**src/rtl/dac_stream.sv**
```systemverilog
// dac_stream: buffers PCM samples in a FIFO and serialises them left-justified, MSB-first onto DACDAT
module dac_stream #(
    parameter int N         = 16,
    parameter int DEPTH     = 4,
    parameter bit DUP_RIGHT = 1'b1
) (
    input  logic         bclk,
    input  logic         rst_n,
    input  logic         daclrc,
    input  logic         sample_valid,
    output logic         sample_ready,
    input  logic [N-1:0] sample_data,
    output logic         dacdat,
    output logic         underrun,
    output logic [15:0]  underrun_count
);
    localparam int AW = $clog2(DEPTH);
    localparam int FW = AW + 1;
    localparam int CW = $clog2(N + 1);
    localparam logic [1:0] IDLE  = 2'd0;
    localparam logic [1:0] SHIFT = 2'd1;
    localparam logic [1:0] PAD   = 2'd2;
    localparam logic [FW-1:0] FULL   = FW'(DEPTH);
    localparam logic [CW-1:0] NBITS  = CW'(N);

    logic [N-1:0]  mem [DEPTH];
    logic [AW-1:0] wr_ptr, rd_ptr;
    logic [FW-1:0] count;
    logic [1:0]    state;
    logic [CW-1:0] cnt;
    logic [N-1:0]  sr, hold_reg, word;
    logic          daclrc_q, rise, fall, empty, push, pop, start;

    assign rise         = daclrc & ~daclrc_q;
    assign fall         = ~daclrc & daclrc_q;
    assign empty        = count == '0;
    assign sample_ready = count != FULL;
    assign push         = sample_valid & sample_ready;
    assign pop          = rise & ~empty;
    // a fall only starts a frame once the first rise has taken us out of IDLE
    assign start        = rise | (fall & (state != IDLE));
    // left frame takes the FIFO head (zero on underrun); right frame repeats it or sends zero
    assign word         = rise ? (empty ? '0 : mem[rd_ptr]) : (DUP_RIGHT ? hold_reg : '0);

    // FIFO storage, data only
    always_ff @(posedge bclk)
        if (push) mem[wr_ptr] <= sample_data;

    // FIFO pointers and occupancy
    always_ff @(posedge bclk or negedge rst_n)
        if (!rst_n) begin
            wr_ptr <= '0;
            rd_ptr <= '0;
            count  <= '0;
        end else begin
            if (push) wr_ptr <= wr_ptr + AW'(1);
            if (pop) rd_ptr <= rd_ptr + AW'(1);
            count <= count + FW'(push) - FW'(pop);
        end

    // LRC edge history, right-channel copy and underrun reporting
    always_ff @(posedge bclk or negedge rst_n)
        if (!rst_n) begin
            daclrc_q       <= 1'b1;
            hold_reg       <= '0;
            underrun       <= 1'b0;
            underrun_count <= '0;
        end else begin
            daclrc_q <= daclrc;
            underrun <= rise & empty;
            if (rise) hold_reg <= word;
            if (rise & empty & ~&underrun_count) underrun_count <= underrun_count + 16'd1;
        end

    // serialiser: MSB goes out at the detection edge, remaining bits follow, then pad with zeros
    always_ff @(posedge bclk or negedge rst_n)
        if (!rst_n) begin
            state  <= IDLE;
            sr     <= '0;
            cnt    <= '0;
            dacdat <= 1'b0;
        end else if (start) begin
            state  <= SHIFT;
            dacdat <= word[N-1];
            sr     <= word << 1;
            cnt    <= CW'(1);
        end else if (state == SHIFT) begin
            if (cnt == NBITS) begin
                state  <= PAD;
                dacdat <= 1'b0;
            end else begin
                dacdat <= sr[N-1];
                sr     <= sr << 1;
                cnt    <= cnt + CW'(1);
            end
        end
endmodule

```
**config.mk**
```make
export PLATFORM = sky130hd
export DESIGN_NAME = dac_stream
export DESIGN_NICKNAME = d
export VERILOG_FILES = /design/src/rtl/dac_stream.sv
export SDC_FILE = /design/constraint.sdc
export NUM_CORES = 1
export LEC_CHECK = 0
export ABC_AREA = 1
export ABC_CLOCK_PERIOD_IN_PS = 4450
export BUFFER_PORTS_ARGS = -buffer_cell sky130_fd_sc_hd__buf_2
export CAP_MARGIN = 10
export CORE_ASPECT_RATIO = 1.75
export CORE_MARGIN = 2
export CORE_UTILIZATION = 56
export CTS_BUF_LIST = sky130_fd_sc_hd__clkbuf_8
export CTS_CLUSTER_DIAMETER = 200
export DETAILED_ROUTE_END_ITERATION = 7
export GPL_ROUTABILITY_DRIVEN = 1
export HOLD_SLACK_MARGIN = 0.08
export PLACE_DENSITY = 0.81
export SYNTH_ARGS = -nofsm -noshare
export SYNTH_HDL_FRONTEND = slang
export SYNTH_SLANG_ARGS = --single-unit
```
**constraint.sdc**
```tcl
create_clock -name bclk -period 4.45 [get_ports bclk]
set_input_delay 0.2225 -clock bclk [delete_from_list [all_inputs] [get_ports bclk]]
set_output_delay 0.2225 -clock bclk [all_outputs]
set_load 0.005 [all_outputs]
```
==> flow_summary.json, run 1 <==
{
  "status": "complete, no violations",
  "detail_route.wl_per_cell_um": 13.74,
  "dr.pass1.iters": 4,
  "cap_violations": 0,
  "rows": 48,
  "hold_path_class": "in -> reg",
  "grt_usage": 0.2164,
  "finish.utilization": 0.6634,
  "setup_viol": 0,
  "gp_congestion": 0.7739,
  "antenna_found_initial": 0,
  "period_minus_slack_ns": 2.595,
  "fin_worst_skew_ns": 0.008564,
  "root_buffer": "clkbuf_8",
  "drt-total-wl_um": 10610,
  "syn_area_per_cell_um2": 9.891,
  "viasPerCell": 5.194,
  "die_area_um2": 10950,
  "tightestPinTransition_ns": 1.039,
  "syn_nets": 601,
  "synthCells": 572,
  "ant_nets": 0,
  "htreeDepth": 4,
  "clk_pin_slew_ns": 0.08,
  "cp_max_fo": 34,
  "tns_ns": 0,
  "crit_path_end_kind": "flop",
  "ys_warn_count": 0,
  "rsz0062_at_grt": "no",
  "grt-ovfl-total": 0,
  "netlist_area_um2": 5658,
  "largest_reg_flops": 64,
  "yosysTopAreaCell": "edfxtp_1",
  "chipWidth_um": 79.98,
  "clock-sinks": 128,
  "synth_cell_types": 26,
  "cp.arrival_ns": 2.92,
  "p_per_area_nw_per_um2": 557.2,
  "synth_area_leaders": "edfxtp_1, dfrtp_1, nand2_1",
  "multi_input_area_um2": 1891,
  "most-common-layout-cells": "nand2_1, nand3_1, edfxtp_1, dfrtp_1, buf_2",
  "vias": 4010,
  "clockBufferDepth": 2,
  "insertedDiodeCount": 0,
  "startpoint_type": "flop",
  "grt_pass1_wl_um": 18090,
  "hold_violations": 0,
  "required_ns": 4.78,
  "clkLatencyLatePin_ns": 0.45,
  "final-seq-area_um2": 3525,
  "tritoncts": "done",
  "synth_seq_area_share": 0.6230,
  "die_y_um": 137.0,
  "port_buffers": 38,
  "cts_buffers": 17,
  "p_leak_nw": 2.934,
  "drt_iter0_drc": 205,
  "pin_count": 39,
  "ys_ff_latch": 128,
  "drcViolationCount": 0,
  "finalMaxSlewViolations": 0,
  "yosys.area.top_type_share": 0.3397,
  "relSlewSlack": 0.3073,
  "crit_type": "reg -> reg",
  "ir_drop_uv": 426.4,
  "post-dp-hpwl_um": 7270,
  "grt_max_degree": 65,
  "final_nets": 663,
  "start_util": 0.5744,
  "core_um2": 9849,
  "max_freq_ghz": 0.3853,
  "drive_gt1_frac": 0.1530,
  "num-fill-cells": 758,
  "grt_pass1_vias": 4123,
  "post-route-period-util": 0.5832,
  "final_common_cell": "nand2_1",
  "syn_to_final_growth_pct": 15.48
}
## area by class of cell
class	instances	area share
sequential	128	0.5394
multi-input combinational	394	0.2894
timing repair buffer	61	0.06243
clock buffer	17	0.03581
clock inverter	15	0.02987
tap	125	0.02394
inverter	32	0.01915
## metrics by stage
| stage | hold WS (ns) | instances | setup WS [ns] | area [µm²] | total power [W] |
|---|---|---|---|---|---|
| floorplan | -0.07309 | 572 | 2.582 | 5658 | 0.002350 |
| global placement | 0.3661 | 722 | 2.089 | 5924 | 0.002523 |
| detailed placement | 0.3706 | 722 | 1.868 | 5924 | 0.002591 |
| CTS | 0.1292 | 772 | 1.862 | 6534 | 0.003672 |
| global route | 0.1895 | 772 | 1.618 | 6534 | 0.003875 |
| finish | 0.1457 | 772 | 1.855 | 6534 | 0.003641 |
## cells in the mapped netlist (all sizes together)
master	instances
clkinv	1
o31ai	1
buf	14
clkbuf	4
ha	8
xnor2	8
nand3	73
nand4	7
edfxtp	64
a21boi	1
nand2	243
dfrtp	63
xor2	6
dfstp	1
fa	1
inv	31
nor2	37
o21ai	6
a21oi	3
## worst paths after layout
path | end | start | slack [ns] | depth (start not counted)
max in group asynchronous | sr[11]$_DFFE_PN0P_ | rst_n | 3.45 | 3
max | sr[13]$_DFFE_PN0P_ | rd_ptr[0]$_DFFE_PN0P_ | 1.85 | 7
min reg2reg | hold_reg[2]$_DFFE_PN0N_ | hold_reg[2]$_DFFE_PN0N_ | 0.48 | 2
min in group asynchronous | underrun_count[2]$_DFFE_PN0P_ | rst_n | 0.47 | 3
max reg2reg | sr[13]$_DFFE_PN0P_ | rd_ptr[0]$_DFFE_PN0P_ | 1.85 | 7
min | count[0]$_DFF_PN0_ | sample_valid | 0.15 | 4
## repair_timing
| action | CTS | global route |
|---|---|---|
| hold buffers | 18 | 0 |
| setup buffers | 0 | 0 |
| endpoints found under the hold margin | 128 | 0 |
| gates resized for setup | 0 | 0 |
## critical path: stages, from the launching register on
cell and delay (ns):
dfrtp_1 1.03, inv_1 0.76, nand2_1 0.23, nand3_1 0.10, nand3_1 0.13, nand2_1 0.08
nand2_1 0.06, nand3_1 0.07
## metal layers
metal | wire, µm | track usage
met5 | 0 | 0
met1 | 3965 | 0.2229
met2 | 6058 | 0.4069
met3 | 389 | 0.06069
met4 | 192 | 0.07815
## where the power goes
group	switching, W	total [W]	internal [W]
registers	0.000212	0.00177	0.00156
clock network	0.000490	0.00106	0.000571
logic	0.000510	0.000807	0.000297
total	0.00121	0.00364	0.00243
## logic make-up after synthesis
group           share of synthesized area
simple gates                       0.2766
flops                              0.6230
buf+inv                           0.04290
xor+xnor                          0.02167
compound gates                    0.01460
fa+ha+maj                         0.02123
(Power assumes the default switching activity.)
==> inputs of run 2 (changes only) <==
- ABC_CLOCK_PERIOD_IN_PS: 4450 -> 2190
- PLACE_DENSITY: 0.81 -> 0.84
- clock period: 4.45 -> 2.19 ns (I/O delays scaled with it)
==> run 2 against run 1 <==
Combinational power increased by 130%. Utilization up 0.10 points. Via count grew 2.4%. Cell area increased by 0.15%. Non-clock buffer count increased by 6. Die area stayed put. Maximum frequency up 34%. Power grew 99%. Clock power grew 82%. Critical endpoint is now count[2]$_DFF_PN0_. Wire length increased by 5.9%. First-iteration DRC count decreased by 3.9%. Critical path depth rose by 1.
==> flow_summary.json, run 2 (same netlist as run 1, synthesis figures left out) <==
{
  "pin_count": 39,
  "antenna_found_initial": 0,
  "cp_num_buf_inv": 1,
  "period_minus_slack_ns": 1.936,
  "setup_viol": 0,
  "ant_nets": 0,
  "max_stage_delay_ns": 0.52,
  "stdcell_count": 777,
  "dp.cells": 727,
  "root_buffer": "clkbuf_8",
  "clkLatencyLatePin_ns": 0.43,
  "insertedDiodeCount": 0,
  "die_y_um": 137.0,
  "post-dp-hpwl_um": 7424,
  "syn_to_final_growth_pct": 15.66,
  "grt_usage": 0.2196,
  "path_common_cell": "nand2_1",
  "detail_route.wl_per_cell_um": 14.45,
  "clock-sinks": 128,
  "vias": 4108,
  "fin_worst_skew_ns": 0.01263,
  "drt_iter0_drc": 197,
  "cap_violations": 0,
  "status": "complete, no violations",
  "final-seq-area_um2": 3525,
  "crit_type": "reg -> reg",
  "cp.arrival_ns": 2.24,
  "drive_gt1_frac": 0.1564,
  "hold_violations": 0,
  "num-fill-cells": 741,
  "rows": 48,
  "largest_reg_flops": 64,
  "tightestPinTransition_ns": 0.7401,
  "tritoncts": "done",
  "startpoint_type": "flop",
  "post-route-period-util": 0.8841,
  "grt_pass1_wl_um": 18500,
  "hold_path_class": "in -> async",
  "required_ns": 2.49,
  "finalMaxSlewViolations": 0,
  "port_buffers": 38,
  "critPathSlowestCell": "dfstp_2",
  "chipWidth_um": 79.98,
  "relSlewSlack": 0.5066,
  "cp_max_fo": 19,
  "rsz0062_at_grt": "no",
  "cts_buffers": 17,
  "clk_pin_slew_ns": 0.08,
  "die_area_um2": 10950,
  "dr.pass1.iters": 5,
  "grt_max_degree": 35,
  "post_cts_buffers": 0,
  "htreeDepth": 4,
  "crit_chain": "inv_1 > nand2_4 > a21oi_4 > nand2_1 > nand2_1 > ha_1 > fa_1 > xor2_1",
  "gp_congestion": 0.7930,
  "start_util": 0.5744,
  "final_nets": 669,
  "clockBufferDepth": 2,
  "cts_resized": 0,
  "core_um2": 9849,
  "grt-ovfl-total": 0,
  "drcViolationCount": 0,
  "grt_pass1_vias": 4163,
  "final_common_cell": "nand2_1",
  "viasPerCell": 5.287,
  "p_per_area_nw_per_um2": 1109,
  "multi_input_area_um2": 1891,
  "crit_path_end_kind": "flop",
  "p_leak_nw": 2.935,
  "most-common-layout-cells": "nand2_1, nand3_1, edfxtp_1, dfrtp_1, buf_2",
  "critPathTopFamily": "adder cells",
  "tns_ns": 0,
  "drt-total-wl_um": 11230,
  "ir_drop_uv": 956.1,
  "max_freq_ghz": 0.5165
}
-- run 2: worst paths after layout --
path                       cells past startpoint  slack [ns]                       endpoint               startpoint
max                                            8        0.25             count[2]$_DFF_PN0_       daclrc_q$_DFF_PN1_
min                                            2        0.28  underrun_count[4]$_DFFE_PN0P_                    rst_n
min reg2reg                                    2        0.48        hold_reg[5]$_DFFE_PN0N_  hold_reg[5]$_DFFE_PN0N_
max reg2reg                                    8        0.25             count[2]$_DFF_PN0_       daclrc_q$_DFF_PN1_
min in group bclk                              2        0.40             daclrc_q$_DFF_PN1_                   daclrc
max in group asynchronous                      3        1.21             daclrc_q$_DFF_PN1_                    rst_n
-- run 2: report_power, final --
group	internal, W	total [W]	switching, W
clock	0.00100	0.00193	0.000931
combinational	0.000637	0.00185	0.00121
sequential	0.00318	0.00347	0.000299
-- run 2: layer usage --
layer	global-route usage	share of wire	up-vias
li1	-	-	1997
met1	0.2371	0.38	1958
met4	0.09699	0.025	0
met5	0	0	-
met2	0.4000	0.55	127
met3	0.05211	0.042	26
-- run 2: layout make-up --
type,count,share of cell area
multi-input cells,394,0.2889
clock inverters,14,0.02218
clock buffers,17,0.03576
repair buffers,67,0.07151
inverters,32,0.01912
flip-flops and latches,128,0.5386
well taps,125,0.02390
-- run 2: repair_timing --
action                                  CTS  global route
hold buffers                             19             0
hold endpoints to repair                 96             0
endpoints found under the setup margin    0             0
-- run 2: stage by stage --
step | setup slack [ns] | utilization | total power (W) | hold slack (ns) | area [µm²]
2_1_floorplan | 0.3219 | - | 0.004775 | -0.1861 | 5658
5_1_grt | 0.1728 | 0.6644 | 0.007668 | 0.3273 | 6544
3_3_place_gp | 0.3640 | 0.6066 | 0.005191 | 0.1950 | 5974
3_5_place_dp | 0.2605 | 0.6066 | 0.005323 | 0.2121 | 5974
4_1_cts | 0.2389 | 0.6644 | 0.007283 | 0.2784 | 6544
6_report | 0.2539 | 0.6644 | 0.007254 | 0.2809 | 6544
-- run 2: worst reg2reg max path, delay by kind of cell, from the launching register on --
kind                     cells  cell delay, ns
flip-flops                   1            0.52
XOR/XNOR                     1            0.17
AND/OR/NAND/NOR              3            0.40
adder cells (fa/ha/maj)      2            0.59
buffers and inverters        1            0.07
AO/OA/AOI/OAI                1            0.06
